[config.mk]
export PLATFORM = sky130hd
export DESIGN_NAME = muldiv_seq
export DESIGN_NICKNAME = d
export VERILOG_FILES = /design/src/rtl/muldiv_seq.sv
export SDC_FILE = /design/constraint.sdc
export NUM_CORES = 1
export LEC_CHECK = 0
export CAP_MARGIN = 20
export CORE_MARGIN = 2
export CORE_UTILIZATION = 50
export DETAILED_ROUTE_END_ITERATION = 7
export PLACE_DENSITY = 0.78
export SYNTH_ARGS = -nofsm -noshare
export SYNTH_HDL_FRONTEND = slang
export SYNTH_SLANG_ARGS = --single-unit
[constraint.sdc]
create_clock -name clk -period 4.6 [get_ports clk]
set_clock_uncertainty 0.2 [all_clocks]
set_input_delay 0.46 -clock clk [delete_from_list [all_inputs] [get_ports clk]]
set_output_delay 0.46 -clock clk [all_outputs]
set_load 0.02 [all_outputs]
[src/rtl/muldiv_seq.sv]
`default_nettype none
// ============================================================================
//  Module      : muldiv_seq
//  Description : Iterative radix-2 multiply/divide sequencer owning HI/LO.
//                One op per start pulse: 32 RUN iterations through a single
//                shared adder, then one FIX cycle to apply signs.
//  Ports       : clk, reset (sync, active-high)
//                start, op[2:0], a[31:0], b[31:0], cancel  -- launch inputs
//                busy                                      -- stall request
//                hi[31:0], lo[31:0]                        -- HI/LO registers
//  Revision    : 1.0 - initial release
// ============================================================================
module muldiv_seq (
    input  logic        clk,
    input  logic        reset,
    input  logic        start,
    input  logic [2:0]  op,
    input  logic [31:0] a,
    input  logic [31:0] b,
    input  logic        cancel,
    output logic        busy,
    output logic [31:0] hi,
    output logic [31:0] lo
);

    typedef enum logic [1:0] {
        IDLE = 2'd0,
        RUN  = 2'd1,
        FIX  = 2'd2
    } state_t;

    localparam logic [2:0] OP_MULT  = 3'd1;
    localparam logic [2:0] OP_MULTU = 3'd2;
    localparam logic [2:0] OP_DIV   = 3'd3;
    localparam logic [2:0] OP_DIVU  = 3'd4;
    localparam logic [2:0] OP_MTHI  = 3'd5;
    localparam logic [2:0] OP_MTLO  = 3'd6;

    state_t      state;
    state_t      state_next;

    // Multiply: acc = {partial product high, multiplier/low product}.
    // Divide:   acc = {remainder, dividend shifting into quotient}.
    logic [63:0] acc;
    logic [31:0] bmag;
    logic [4:0]  count;
    logic        is_div;
    logic        neg_res;
    logic        neg_rem;

    // ------------------------------------------------------------------
    // Launch decode
    // ------------------------------------------------------------------
    logic        is_mul_op;
    logic        is_div_op;
    logic        is_signed;
    logic        a_neg;
    logic        b_neg;
    logic [31:0] a_mag;
    logic [31:0] b_mag;
    logic        launch;
    logic        move_ok;

    assign is_mul_op = (op == OP_MULT) || (op == OP_MULTU);
    assign is_div_op = (op == OP_DIV)  || (op == OP_DIVU);
    assign is_signed = (op == OP_MULT) || (op == OP_DIV);
    assign a_neg     = is_signed & a[31];
    assign b_neg     = is_signed & b[31];
    // 0x80000000 negates to itself, which is its correct unsigned magnitude.
    assign a_mag     = a_neg ? (32'd0 - a) : a;
    assign b_mag     = b_neg ? (32'd0 - b) : b;

    // Divide by zero never launches, leaving HI/LO untouched.
    assign launch  = start && !cancel && (state == IDLE) &&
                     (is_mul_op || (is_div_op && (b != 32'd0)));
    assign move_ok = start && !cancel && (state == IDLE);

    assign busy = (state != IDLE);

    // ------------------------------------------------------------------
    // Shared adder: add for multiply, trial-subtract for divide.
    // Divide operand is the remainder already shifted left with the next
    // dividend bit (acc[63:31]); the extra top bit gives the borrow/sign.
    // ------------------------------------------------------------------
    logic [33:0] add_x;
    logic [33:0] add_y;
    logic [33:0] sum;

    assign add_x = is_div ? {1'b0, acc[63:31]} : {2'b00, acc[63:32]};
    assign add_y = is_div ? ~{2'b00, bmag}     : {2'b00, bmag};
    assign sum   = add_x + add_y + {33'd0, is_div};

    logic [63:0] prod_neg;
    assign prod_neg = 64'd0 - acc;

    // ------------------------------------------------------------------
    // FSM
    // ------------------------------------------------------------------
    always_comb begin
        state_next = state;
        case (state)
            IDLE:    if (launch) state_next = RUN;
            RUN:     if (count == 5'd31) state_next = FIX;
            FIX:     state_next = IDLE;
            default: state_next = IDLE;
        endcase
    end

    always_ff @(posedge clk) begin
        if (reset) begin
            state <= IDLE;
        end else begin
            state <= state_next;
        end
    end

    // ------------------------------------------------------------------
    // Datapath and HI/LO
    // ------------------------------------------------------------------
    always_ff @(posedge clk) begin
        if (reset) begin
            acc     <= 64'd0;
            bmag    <= 32'd0;
            count   <= 5'd0;
            is_div  <= 1'b0;
            neg_res <= 1'b0;
            neg_rem <= 1'b0;
            hi      <= 32'd0;
            lo      <= 32'd0;
        end else begin
            case (state)
                IDLE: begin
                    if (launch) begin
                        acc     <= {32'd0, a_mag};
                        bmag    <= b_mag;
                        count   <= 5'd0;
                        is_div  <= is_div_op;
                        neg_res <= a_neg ^ b_neg;
                        neg_rem <= a_neg;
                    end else if (move_ok && (op == OP_MTHI)) begin
                        hi <= a;
                    end else if (move_ok && (op == OP_MTLO)) begin
                        lo <= a;
                    end
                end
                RUN: begin
                    count <= count + 5'd1;
                    if (is_div) begin
                        if (!sum[33]) begin
                            acc <= {sum[31:0], acc[30:0], 1'b1};
                        end else begin
                            acc <= {acc[62:0], 1'b0};
                        end
                    end else begin
                        if (acc[0]) begin
                            acc <= {sum[32:0], acc[31:1]};
                        end else begin
                            acc <= {1'b0, acc[63:1]};
                        end
                    end
                end
                FIX: begin
                    if (is_div) begin
                        lo <= neg_res ? (32'd0 - acc[31:0])  : acc[31:0];
                        hi <= neg_rem ? (32'd0 - acc[63:32]) : acc[63:32];
                    end else begin
                        lo <= neg_res ? prod_neg[31:0]  : acc[31:0];
                        hi <= neg_res ? prod_neg[63:32] : acc[63:32];
                    end
                end
                default: ;
            endcase
        end
    end

endmodule
`default_nettype wire

==> impl_metrics.toml, run 1 <==
[worst_setup_path]
crit_type = "flop to flop"
crit_arrival_ns = 4.45
start_kind = "flop"
cp_cell_sequence = "buf_12 -> xor2_1 -> ha_1 -> and2_1 -> nand3_1 -> or4_1 -> o32a_1 -> a31oi_1 -> a32oi_2 -> nand2_1 -> o221ai_1 -> o21ai_0"
max_stage_delay_ns = 0.64
crit_required_ns = 4.77
crit_fanout = 43
end_kind = "flop"
cpMaxStageDelayCell = "dfxtp_4"

[yosys]
yosysMostFrequentCell = "nor2_1"
seq_area_frac_synth = 0.260
async_reset_ff_frac = 0
synth_cells = 1746
ys_warn_count = 0
syn_area_um2 = 13100
synth_area_leaders = "dfxtp_1, nor2_1, a211oi_1"
synth_area_leader_cell = "dfxtp_1"
synth-edff-count = 0
ys.flop_type = "dfxtp_1"
ys_ff_latch = 170
synth_top_cells_by_count = "nor2_1, dfxtp_1, a21oi_1"
syn_area_per_cell_um2 = 7.49
syn_nets = 1855
synth_cell_types = 75
yosysTopAreaCellShare = 0.260

[clock_network]
cts_root_buf = "clkbuf_16"
cts_buffer_depth = 2
clk_pin_slew_ns = 0.08
clock_latency_ns = 0.45
cts_setup_buffers = 0
cts-htree-levels = 4
post_cts_resized = 0
cts_tree = "yes"
hold_buffers = 0
cts_sinks = 170
cts_buffers = 17

[min_path]
hold_path_class = "input pin to flop"

[timing]
grt_setup_unrepaired = "false"
max_freq_mhz = 234
setup_viol = 0
fin_crit_ns = 4.28
slew_headroom = 0.287
period_share = 0.931
tns_ns = 0
slew_viol_final = 0
hold_viol_final = 0
tightestPinTransition_ns = 1.07

[floorplanning]
num_io_pins = 136
die-height_um = 166
dieArea_um2 = 27500
start_util = 0.505
rows = 59
die_width_um = 166
core_um2 = 25900

[job]
drv_cap = 0

[power]
power.density_nw_per_um2 = 256
p_leak_nw = 5.94
vdd_drop_max_uv = 237
power_w = 0.00389

[routing]
drt_wl_total_um = 40300
avgViaCountPerCell = 6.18
final_antenna_net_count = 0
firstDrtPassIters = 8
remaining_drc_errors = 1
drtIter0Drc = 1593
num_vias = 13211
routedWlPerCell_um = 18.9

[run_status]
failed_checks = "design-rule violations"
status = "finished, violations left"

[global_routing]
antenna_found_initial = 1
track_usage = 0.285
grt_max_degree = 80
grt_pass1_wl_um = 64300
grt_pass1_vias = 11984
overflow = 0

[place]
dp_hpwl_um = 30300
place.gp.congestion = 0.929
numPortBuffers = 135

[final_layout]
nFillCells = 2338
drive_gt1_frac = 0.0633
nets = 1896
area_growth_pct = 16.3
## layout by cell type, fill, tap and decap left out, types with 9 or more instances in the layout
cell	count
o21ai_0	94
xnor2_1	78
nand2_1	115
o31ai_1	24
ha_1	37
a21oi_1	151
mux2i_1	57
o41ai_1	9
a32o_1	11
nand2b_1	13
nor3_1	31
a31oi_1	22
clkbuf_16	17
nand3_1	14
or4_1	12
clkdlybuf4s50_1	134
a211oi_1	116
or3_1	13
dfxtp_1	169
xor2_1	99
buf_4	25
and2_1	12
nor2_1	269
inv_1	36
o211ai_1	14
o221ai_1	9
nor4_1	13
nand3b_1	9
mux2_2	24
o22ai_1	13
a21o_1	19
## cell families after synthesis
group,share of synthesized area
compound gates,0.274
xor+xnor,0.118
fa+ha+maj,0.0369
buf+inv,0.0524
flops,0.260
mux,0.0643
simple gates,0.194
## area by class of cell
class	count	area (µm²)	share of cell area
tap	335	419	0.0275
clock buffer	17	425	0.0280
multi-input combinational	1397	9040	0.594
timing repair buffer	164	1630	0.107
clock inverter	15	151	0.00995
sequential	170	3410	0.224
antenna	1	2.50	0.000164
inverter	37	139	0.00913
## flip-flops by register name (all words and copies together) (netlist names)
register,flops
lo,32
hi,32
neg_res,1
state,2
bmag,32
count,5
neg_rem,1
is_div,1
acc,64
## through the flow
stage | util | instances | setup WS, ns | hold WS (ns) | instance area (µm²)
after global routing | 0.587 | 2135 | 0.0334 | 0.291 | 15200
after CTS | 0.587 | 2135 | 0.387 | 0.264 | 15200
after detailed placement | 0.565 | 2103 | 0.419 | 0.277 | 14600
after floorplan | - | 1746 | 0.0323 | 0.258 | 13100
after global placement | 0.565 | 2103 | 0.509 | 0.266 | 14600
final | 0.587 | 2136 | 0.319 | 0.274 | 15200
## per-layer routing
layer	global-route usage	wire [µm]	vias up
li1	-	-	6395
met1	0.395	17900	6125
met2	0.443	17700	613
met3	0.0405	3250	78
met4	0.122	1550	0
met5	0	0	-
## worst paths after layout
path | from | endpoint | slack [ns] | cells after the start
max | is_div | acc[62] | 0.32 | 12
min | reset | count[1] | 0.27 | 2
max reg2reg | is_div | acc[62] | 0.32 | 12
min reg2reg | lo[1] | lo[1] | 0.29 | 2
## critical path, delay by kind of cell (launching register included)
kind	cells	cell delay (ns)
AO/OA/AOI/OAI	5	1.27
XOR/XNOR	1	0.10
adder cells (fa/ha/maj)	1	0.40
buffers and inverters	1	0.30
flip-flops	1	0.64
AND/OR/NAND/NOR	4	1.29
## where the power goes
part | internal, W | switching (W)
sequential | 0.00152 | 0.0000697
combinational | 0.000345 | 0.000526
clock | 0.000722 | 0.000709
No activity file was read; power rests on OpenSTA's default activity.
==> inputs of run 2 (changes only) <==
--- a/config.mk
+++ b/config.mk
@@ -12,2 +12,4 @@
 export PLACE_DENSITY = 0.78
+export RECOVER_POWER = 50
+export SLEW_MARGIN = 20
 export SYNTH_ARGS = -nofsm -noshare
==> constraint.sdc (replaced) <==
create_clock -name clk -period 4.6 [get_ports clk]
set_clock_uncertainty 0.2 [all_clocks]
set_input_delay 1.38 -clock clk [delete_from_list [all_inputs] [get_ports clk]]
set_output_delay 1.38 -clock clk [all_outputs]
set_load 0.02 [all_outputs]
==> run 2 against run 1 <==
  * The flow finishes with violations (max-capacitance violations, max-slew violations)
  * First-iteration DRC count increased by 6.3%
  * Fmax grew 0.37%
  * Utilization up 0.58 points
  * Register-to-register slack improved by 0.02 ns
  * Critical path depth decreased by 1
  * Flip-flop and latch count unchanged
  * Highest routed layer unchanged
  * Critical path type unchanged
  * Clock-buffer cell count unchanged
==> impl_metrics.toml, run 2 (synthesis gave the netlist of run 1 again) <==
[worst_setup_path]
crit_required_ns = 4.75
crit_type = "flop to flop"
crit_arrival_ns = 4.41
max_stage_delay_ns = 0.57
crit_fanout = 27
crit_top_cell = "nand2_1"
cp_cell_sequence = "mux2_2 -> ha_1 -> and4_1 -> nand2_1 -> or4_1 -> o32a_1 -> a31oi_1 -> a32oi_2 -> nand2_1 -> o22ai_1 -> o31ai_1"
cpMaxStageDelayCell = "dfxtp_4"
start_kind = "flop"
end_kind = "flop"

[clock_network]
cts_buffer_depth = 2
cts_root_buf = "clkbuf_16"
cts_buffers = 17
cts_tree = "yes"
clock_latency_ns = 0.44
post_cts_resized = 0
clk_pin_slew_ns = 0.07
cts_sinks = 170
cts-htree-levels = 4

[power]
power.density_nw_per_um2 = 257
power_w = 0.00395
power.share.clock = 0.374
intPower_w = 0.00265
p_leak_nw = 6.26
swShare = 0.329
comb_power_share = 0.223
vdd_drop_max_uv = 189
pwr-share-seq = 0.403
p_sw_w = 0.00130

[final_layout]
nets = 1917
drive_gt1_frac = 0.0736
area_growth_pct = 17.4
largest_reg_flops = 64
layout_commonest_cell = "nor2_1"
antenna_cells = 0
top_register = "acc"
final_cell_mix = "nor2_1, dfxtp_1, a21oi_1"

[global_routing]
grt_pass1_wl_um = 64700
grt_pass1_vias = 12015
antenna_found_initial = 0
track_usage = 0.286
overflow = 0
grt_max_degree = 80

[place]
post-place-ws_ns = 0.0111
numPortBuffers = 135
place.gp.congestion = 0.925
dp_hpwl_um = 30200

[floorplanning]
dieArea_um2 = 27500
start_util = 0.505
die_width_um = 166
num_io_pins = 136
die-height_um = 166
rows = 59
core_um2 = 25900

[timing]
tns_ns = 0
fin_crit_ns = 4.27
slew_viol_final = 47
hold_viol_final = 0
setup_viol = 0
grt_setup_unrepaired = "false"
slew_headroom = -0.344
setup_ws_ns = 0.334
period_share = 0.927
max_freq_mhz = 234
tightestPinTransition_ns = 2.02

[routing]
drt-met1-wl_um = 18000
avgViaCountPerCell = 6.19
drt_wl_total_um = 40500
dr_wl_met3_um = 3310
num_vias = 13338
routedWlPerCell_um = 18.8
drtIter0Drc = 1693
final_antenna_net_count = 0
firstDrtPassIters = 6
highest_layer = "met4"
remaining_drc_errors = 0
wl_met2_um = 17300

[run_status]
failed_checks = "max-capacitance violations, max-slew violations"
status = "finished, violations left"

[min_path]
hold_path_class = "flop to flop"

[job]
drv_cap = 1
-- run 2: cell types whose count changed in the layout (fill, tap and decap cells not counted), sizes merged --
cell and delta:
clkinv -3, diode -1, clkinvlp +1, bufinv +1
buf +19, clkbuf +2, clkdlybuf4s50 -65, dlygate4sd3 +65
inv +1
-- run 2: layout make-up --
cell class,instances,area [µm²]
Fill cell,2282,10500
Multi-Input combinational cell,1397,9040
Sequential cell,170,3410
Timing Repair Buffer,185,1760
Clock buffer,17,425
Tap cell,335,419
Clock inverter,15,171
Inverter,37,139
-- run 2: timing repair --
action,4_1_cts,5_1_grt
endpoints found under the setup margin,0,2
buffers inserted,0,1
hold buffers,0,0
-- run 2: through the flow --
step                cells  hold slack, ns  utilization  area (µm²)
finish               2156           0.285        0.593       15400
CTS                  2155           0.294        0.592       15300
global route         2156           0.303        0.593       15400
global placement     2123           0.265        0.569       14800
detailed placement   2123           0.275        0.569       14800
floorplan            1746           0.258            -       13100
-- run 2: path summary, 6_finish.rpt --
check / start / end / slack (ns) / cells past startpoint
setup / recovery: is_div / acc[51] / 0.33 / 11
hold / removal: lo[3] / lo[3] / 0.29 / 2
setup reg to reg: is_div / acc[51] / 0.33 / 11
hold reg to reg: lo[3] / lo[3] / 0.29 / 2
-- run 2: critical path: cells and delay by family (launching register included) --
kind | cells | cell delay [ns]
AOI/OAI and AO/OA | 5 | 1.20
muxes | 1 | 0.42
DFF | 1 | 0.57
and+or+nand+nor | 4 | 1.30
adders and majority gates | 1 | 0.47
-- run 2: power by group through the flow --
stage / registers, W / clock network (W) / logic [W]
after global placement: 0.00162 / 0 / 0.000841
final: 0.00159 / 0.00148 / 0.000881
after detailed placement: 0.00162 / 0 / 0.000856
after global routing: 0.00160 / 0.00155 / 0.000960
after floorplan: 0.00160 / 0 / 0.000582
after CTS: 0.00159 / 0.00148 / 0.000865
-- run 2: metal layers --
layer	GRT usage	vias up
li1	-	6434
met1	0.402	6157
met2	0.435	663
met3	0.0405	84
met4	0.132	0
met5	0	-
